===== config.mk =====
export PLATFORM = sky130hd
export DESIGN_NAME = obstacle_tracker
export DESIGN_NICKNAME = d
export VERILOG_FILES = /design/src/rtl/obstacle_tracker.sv
export SDC_FILE = /design/constraint.sdc
export NUM_CORES = 1
export LEC_CHECK = 0
export BUFFER_PORTS_ARGS = -buffer_cell sky130_fd_sc_hd__buf_2
export CAP_MARGIN = 30
export CELL_PAD_IN_SITES_DETAIL_PLACEMENT = 0
export CELL_PAD_IN_SITES_GLOBAL_PLACEMENT = 1
export CORE_AREA = 2 2 79 81
export DETAILED_ROUTE_END_ITERATION = 16
export DIE_AREA = 0 0 81 83
export PLACE_DENSITY = 0.81
export SLEW_MARGIN = 20
export SYNTH_ARGS = -nofsm -noshare
export SYNTH_HDL_FRONTEND = slang
export SYNTH_SLANG_ARGS = --single-unit

===== constraint.sdc =====
create_clock -name i_v_sync -period 4.1 [get_ports i_v_sync]
set_input_delay 0.82 -clock i_v_sync [delete_from_list [all_inputs] [get_ports i_v_sync]]
set_output_delay 0.82 -clock i_v_sync [all_outputs]
set_load 0.005 [all_outputs]

===== src/rtl/obstacle_tracker.sv =====
// ---------------------------------------------------------------------------
// obstacle_tracker
//
// Animates the released coin and barrier objects down the screen, one step
// per enabled frame, and detects lane/height collisions against the penguin.
// Owns the lives counter, the saturating coin score and the sprite Y / VIS
// outputs used by the compositor. All state advances on the rising edge of
// the frame clock.
//
// Ports
//   i_v_sync        in   1   frame clock (rising edge active)
//   i_reset         in   1   synchronous reset, active-high
//   GAME_SWITCH     in   1   run enable; low freezes all state
//   RELEASE_COIN    in   2   coin lane code (00 none, 01 L, 10 M, 11 R)
//   RELEASE_BARRIER in   2   barrier lane code, same encoding
//   PLAYER_LANE     in   2   penguin lane (00 never collides)
//   PLAYER_JUMP     in   1   penguin airborne, barriers cannot hit
//   PENGUIN_HIT     out  1   one-frame pulse on barrier collision
//   COIN_HIT        out  1   one-frame pulse on coin pickup
//   ZERO_LIVES      out  1   sticky until reset
//   LIVES           out  2   remaining lives
//   COIN_COUNT      out  8   coins collected, saturating at 255
//   BARRIER_Y       out 10   barrier sprite Y
//   COIN_Y          out 10   coin sprite Y
//   BARRIER_VIS     out  1   barrier sprite enable
//   COIN_VIS        out  1   coin sprite enable
// ---------------------------------------------------------------------------
module obstacle_tracker #(
    parameter int unsigned SPEED      = 4,
    parameter int unsigned HIT_Y_LO   = 400,
    parameter int unsigned HIT_Y_HI   = 440,
    parameter int unsigned Y_BOTTOM   = 480,
    parameter int unsigned LIVES_INIT = 3
) (
    input  logic       i_v_sync,
    input  logic       i_reset,
    input  logic       GAME_SWITCH,
    input  logic [1:0] RELEASE_COIN,
    input  logic [1:0] RELEASE_BARRIER,
    input  logic [1:0] PLAYER_LANE,
    input  logic       PLAYER_JUMP,
    output logic       PENGUIN_HIT,
    output logic       COIN_HIT,
    output logic       ZERO_LIVES,
    output logic [1:0] LIVES,
    output logic [7:0] COIN_COUNT,
    output logic [9:0] BARRIER_Y,
    output logic [9:0] COIN_Y,
    output logic       BARRIER_VIS,
    output logic       COIN_VIS
);

    typedef enum logic [1:0] {
        ST_IDLE     = 2'b00,
        ST_APPROACH = 2'b01,
        ST_SPENT    = 2'b10
    } obj_state_e;

    // One animated object: FSM state, latched lane and current Y.
    typedef struct packed {
        obj_state_e state;
        logic [1:0] lane;
        logic [9:0] y;
    } obj_t;

    localparam logic [10:0] SPEED_W     = 11'(SPEED);
    localparam logic [10:0] Y_BOTTOM_W  = 11'(Y_BOTTOM);
    localparam logic [9:0]  Y_BOTTOM_Y  = 10'(Y_BOTTOM);
    localparam logic [9:0]  HIT_LO_W    = 10'(HIT_Y_LO);
    localparam logic [9:0]  HIT_HI_W    = 10'(HIT_Y_HI);
    localparam logic [1:0]  LIVES_INIT_W = 2'(LIVES_INIT);

    localparam obj_t OBJ_RESET = '{state: ST_IDLE, lane: 2'b00, y: Y_BOTTOM_Y};

    // True when a Y value lies inside the inclusive collision window.
    function automatic logic in_window(input logic [9:0] y);
        return (y >= HIT_LO_W) && (y <= HIT_HI_W);
    endfunction

    // Next state of one object. 'take' is a collision that the FSM will
    // honour this edge (it already implies release == latched lane).
    // Y is parked at Y_BOTTOM whenever the object leaves APPROACH so the
    // sprite Y output can come straight from the register.
    function automatic obj_t obj_next(input obj_t cur, input logic [1:0] rel,
                                      input logic take);
        obj_t       nxt;
        logic [10:0] sum;
        nxt = cur;
        sum = {1'b0, cur.y} + SPEED_W;
        case (cur.state)
            ST_IDLE: begin
                if (rel != 2'b00) begin
                    nxt.state = ST_APPROACH;
                    nxt.lane  = rel;
                    nxt.y     = 10'd0;
                end else begin
                    nxt = cur;
                end
            end
            ST_APPROACH: begin
                if (rel == 2'b00) begin
                    // Withdrawn upstream: no hit.
                    nxt.state = ST_IDLE;
                    nxt.y     = Y_BOTTOM_Y;
                end else if (rel != cur.lane) begin
                    // Direct lane change restarts the object at the top.
                    nxt.lane = rel;
                    nxt.y    = 10'd0;
                end else if (take) begin
                    nxt.state = ST_SPENT;
                    nxt.y     = Y_BOTTOM_Y;
                end else if (sum >= Y_BOTTOM_W) begin
                    // Fell off the bottom: a miss.
                    nxt.state = ST_SPENT;
                    nxt.y     = Y_BOTTOM_Y;
                end else begin
                    nxt.y = sum[9:0];
                end
            end
            ST_SPENT: begin
                if (rel == 2'b00) begin
                    nxt.state = ST_IDLE;
                end else if (rel != cur.lane) begin
                    nxt.state = ST_APPROACH;
                    nxt.lane  = rel;
                    nxt.y     = 10'd0;
                end else begin
                    // Same release still held: never replayed.
                    nxt = cur;
                end
            end
            default: begin
                nxt = OBJ_RESET;
            end
        endcase
        return nxt;
    endfunction

    obj_t       coin_q,        coin_d;
    obj_t       barrier_q,     barrier_d;
    logic       coin_vis_q,    coin_vis_d;
    logic       barrier_vis_q, barrier_vis_d;
    logic       penguin_hit_q, penguin_hit_d;
    logic       coin_hit_q,    coin_hit_d;
    logic       zero_lives_q,  zero_lives_d;
    logic [1:0] lives_q,       lives_d;
    logic [7:0] coin_count_q,  coin_count_d;

    logic       player_valid_s;
    logic       coin_col_s;
    logic       barrier_col_s;
    logic       coin_take_s;
    logic       barrier_take_s;

    // Collision detection on the current registered Y, before any increment.
    always_comb begin
        player_valid_s = (PLAYER_LANE != 2'b00);

        coin_col_s = (coin_q.state == ST_APPROACH) && in_window(coin_q.y) &&
                     player_valid_s && (coin_q.lane == PLAYER_LANE) &&
                     !zero_lives_q;

        barrier_col_s = (barrier_q.state == ST_APPROACH) && in_window(barrier_q.y) &&
                        player_valid_s && (barrier_q.lane == PLAYER_LANE) &&
                        !PLAYER_JUMP && !zero_lives_q;

        // A withdrawal or lane change on the same edge takes priority over
        // the collision, so only count hits the FSM will actually act on.
        coin_take_s    = coin_col_s    && (RELEASE_COIN    == coin_q.lane);
        barrier_take_s = barrier_col_s && (RELEASE_BARRIER == barrier_q.lane);
    end

    // Next-state computation for both objects, score, lives and hit pulses.
    always_comb begin
        coin_d        = coin_q;
        barrier_d     = barrier_q;
        coin_vis_d    = coin_vis_q;
        barrier_vis_d = barrier_vis_q;
        penguin_hit_d = 1'b0;
        coin_hit_d    = 1'b0;
        zero_lives_d  = zero_lives_q;
        lives_d       = lives_q;
        coin_count_d  = coin_count_q;

        if (GAME_SWITCH) begin
            coin_d    = obj_next(coin_q,    RELEASE_COIN,    coin_take_s);
            barrier_d = obj_next(barrier_q, RELEASE_BARRIER, barrier_take_s);

            coin_vis_d    = (coin_d.state    == ST_APPROACH);
            barrier_vis_d = (barrier_d.state == ST_APPROACH);

            penguin_hit_d = barrier_take_s;
            coin_hit_d    = coin_take_s;

            if (barrier_take_s && (lives_q != 2'd0)) begin
                lives_d = lives_q - 2'd1;
                if (lives_q == 2'd1) begin
                    zero_lives_d = 1'b1;
                end else begin
                    zero_lives_d = zero_lives_q;
                end
            end else begin
                lives_d = lives_q;
            end

            if (coin_take_s && (coin_count_q != 8'd255)) begin
                coin_count_d = coin_count_q + 8'd1;
            end else begin
                coin_count_d = coin_count_q;
            end
        end else begin
            // Frozen frame: everything holds, pulses forced low.
            penguin_hit_d = 1'b0;
            coin_hit_d    = 1'b0;
        end
    end

    // State registers with synchronous reset taking priority over all events.
    always_ff @(posedge i_v_sync) begin
        if (i_reset) begin
            coin_q        <= OBJ_RESET;
            barrier_q     <= OBJ_RESET;
            coin_vis_q    <= 1'b0;
            barrier_vis_q <= 1'b0;
            penguin_hit_q <= 1'b0;
            coin_hit_q    <= 1'b0;
            zero_lives_q  <= 1'b0;
            lives_q       <= LIVES_INIT_W;
            coin_count_q  <= 8'd0;
        end else begin
            coin_q        <= coin_d;
            barrier_q     <= barrier_d;
            coin_vis_q    <= coin_vis_d;
            barrier_vis_q <= barrier_vis_d;
            penguin_hit_q <= penguin_hit_d;
            coin_hit_q    <= coin_hit_d;
            zero_lives_q  <= zero_lives_d;
            lives_q       <= lives_d;
            coin_count_q  <= coin_count_d;
        end
    end

    assign PENGUIN_HIT = penguin_hit_q;
    assign COIN_HIT    = coin_hit_q;
    assign ZERO_LIVES  = zero_lives_q;
    assign LIVES       = lives_q;
    assign COIN_COUNT  = coin_count_q;
    assign BARRIER_Y   = barrier_q.y;
    assign COIN_Y      = coin_q.y;
    assign BARRIER_VIS = barrier_vis_q;
    assign COIN_VIS    = coin_vis_q;

endmodule


==> impl_results.md <==
- Layout Nets: 339
- Yosys reg bits: 39
- MaxCap Viol Count: 0
- Total global routing overflow: 0
- Root buf cell: clkbuf_8
- Post-synth EDFFs: 0
- Fin. Hold Viols: 0
- Post-cts resize count: 0
- DRT iter0 DRCs: 160
- Maximum buffer depth of the clock tree: 2
- RD Place Congestion: 0.798
- Slew Limit Headroom: 48.4%
- Placed instance count: 390
- Starting Density: 43.3%
- I/O Buffers: 40
- Final setup viols: 0
- RSZ-0062 raised after global routing: no
- Post-route ant nets: 0
- Worst slack at placement: 1.24 ns
- Fmax: 0.389 GHz
- Via-to-Cell Ratio: 5.51
- Clock Sinks: 39
- Met3 GRT Util: 4.89%
- Synth Instances: 308
- Worst Skew: 0.00712 ns
- Die Width: 81 um
- Final worst slack: 1.53 ns
- Leading cell types in the layout, fill and taps excluded: buf_2, dfxtp_1, nor2_1
- Pwr/cell area: 311 nW/um^2
- Clk_lat worst skew: 0.30 ns
- VDD IR max: 122 uV
- Syn Area/Cell: 8.17 sq um
- I/O pins: 45
- Num CTS Buffers: 5
- Met2 Use GR: 23.9%
- Hold Path Class: reg -> reg
- CP endpoint kind: register
- Post-synthesis sequential area ratio: 31.0%
- CP Class: in -> reg
- Fin crit period: 2.57 ns
- Fin Setup TNS: 0 ns
- Lkg Pwr: 0.00111 uW
- Cell row count: 28
- P&R area growth vs syn: 7.51%
- Synth Flop Type: dfxtp_1
- CTS tree: built
- Vias in the first global route: 1955
- GR Layer Usage met1: 25.3%
- H-tree depth: 2
- Post-synth ARST share: 0%
- Period utilization: 62.6%
- Full die area: 6720 sq um
- Kind of start point of the critical path: primary input
- Routed vias: 2194
- Synth unique cells: 58
- Fill count: 612
- Core area: 5820 sq um
- Non-Filler Instances: 398
- Drt first pass iters: 4
- Cts hold-fix bufs: 0
- Total power: 841 uW
- Data arrival, critical path: 2.73 ns
- Most common cell after layout, fill and taps aside: buf_2
- Worst Path Required: 4.26 ns
- Clock Pin Slew Worst Setup and Hold Paths: 0.08 ns
- Global-route wire length before repair: 9270 um
- Post-Route WL: 5470 um
- GRT busiest layer: met1
- Initial antenna violation count: 0
- Crit-path max FO: 8
- Drt drc: 0
- Routed wire length per instance: 13.7 um
- Die height: 83 um
- Fin. max-slew vios: 0
- Post-Synthesis Cell Area: 2520 sq um
- Status: completed
- Synth Warn #: 0
- Worst-Margin Slew: 0.768 ns
- Antenna diodes: 0
- GRT Total Usage: 17.2%
- Layout cells sized above 1: 16.7%
- Post-DP HPWL: 3840 um
- Postcts setup bufs: 0
- Largest net degree at the start of global routing: 37
[kinds of logic (layout without fill, tap and decap cells)]
kind of cell               Yosys count  after routing  synth area share [%]
DFF                                 39             39                  31.0
adders and majority gates            8              8                  3.88
AOI/OAI and AO/OA                   66             66                  19.0
muxes                                5              5                  1.99
buffers and inverters               45             57                  9.95
xor gates and xnor gates            15             15                  5.22
and+or+nand+nor                    129            129                  28.7
other                                1              4                 0.149
[state kept, by name, summed over array words and instances (netlist names)]
| register | cells |
|---|---|
| coin_q | 4 |
| COIN_Y | 8 |
| PENGUIN_HIT | 1 |
| LIVES | 2 |
| BARRIER_VIS | 1 |
| ZERO_LIVES | 1 |
| BARRIER_Y | 8 |
| COIN_COUNT | 8 |
| barrier_q | 4 |
| COIN_HIT | 1 |
| COIN_VIS | 1 |
[synthesized netlist by cell type (7+ instances only)]
cell type | instances | area, sq um
a21oi_1 | 14 | 70.1
buf_4 | 21 | 158
clkbuf_1 | 13 | 48.8
dfxtp_1 | 39 | 781
ha_1 | 7 | 87.6
inv_1 | 9 | 33.8
nand2_1 | 24 | 90.1
nand3_1 | 16 | 80.1
nand4b_1 | 7 | 61.3
nor2_1 | 32 | 120
nor3_1 | 7 | 35.0
o211ai_1 | 7 | 52.6
o21ai_1 | 11 | 55.1
xnor2_1 | 10 | 87.6
[power by group]
group,switching [uW],leakage (uW),internal [uW]
sequential,28.4,0.000319,395
clock,136,0.0000515,154
combinational,72.3,0.000739,56.0
total,236,0.00111,604
[worst max-delay path, cell delays in order]
cell	delay, ns
buf_2	0.13
or2_1	0.24
a21o_1	0.24
or4_1	0.77
nor4_4	0.34
xnor2_1	0.15
nor2_1	0.05
[per-layer routing]
metal	vias to the layer above	wire length, um
met5	-	0
met4	0	76
met3	9	381
met2	65	2250
met1	1008	2760
li1	1112	-
[metrics by stage]
| stage | cell area, sq um | utilization (%) | hold WS, ns |
|---|---|---|---|
| floorplan | 2530 | - | 0.467 |
| global placement | 2610 | 44.8 | 0.470 |
| detailed placement | 2610 | 44.8 | 0.475 |
| CTS | 2710 | 46.5 | 0.492 |
| global route | 2710 | 46.5 | 0.529 |
| finish | 2710 | 46.5 | 0.487 |
[worst paths after layout]
| path | slack, ns | endpoint | cells after the start | start |
|---|---|---|---|---|
| worst min-delay path | 0.49 | BARRIER_VIS | 2 | BARRIER_VIS |
| worst min register to register | 0.49 | BARRIER_VIS | 2 | BARRIER_VIS |
| worst max-delay path | 1.53 | COIN_COUNT[5] | 7 | RELEASE_COIN[0] |
| worst max register to register | 1.72 | COIN_COUNT[5] | 6 | coin_q[12] |
[area by class of cell]
| type | instances | area [sq um] | share of cell area (%) |
|---|---|---|---|
| inverter | 9 | 33.8 | 1.25 |
| timing repair buffer | 40 | 200 | 7.40 |
| sequential | 39 | 781 | 28.9 |
| multi-input combinational | 227 | 1500 | 55.3 |
| clock buffer | 8 | 100 | 3.70 |
| tap | 75 | 93.8 | 3.47 |
(Power assumes the default switching activity.)
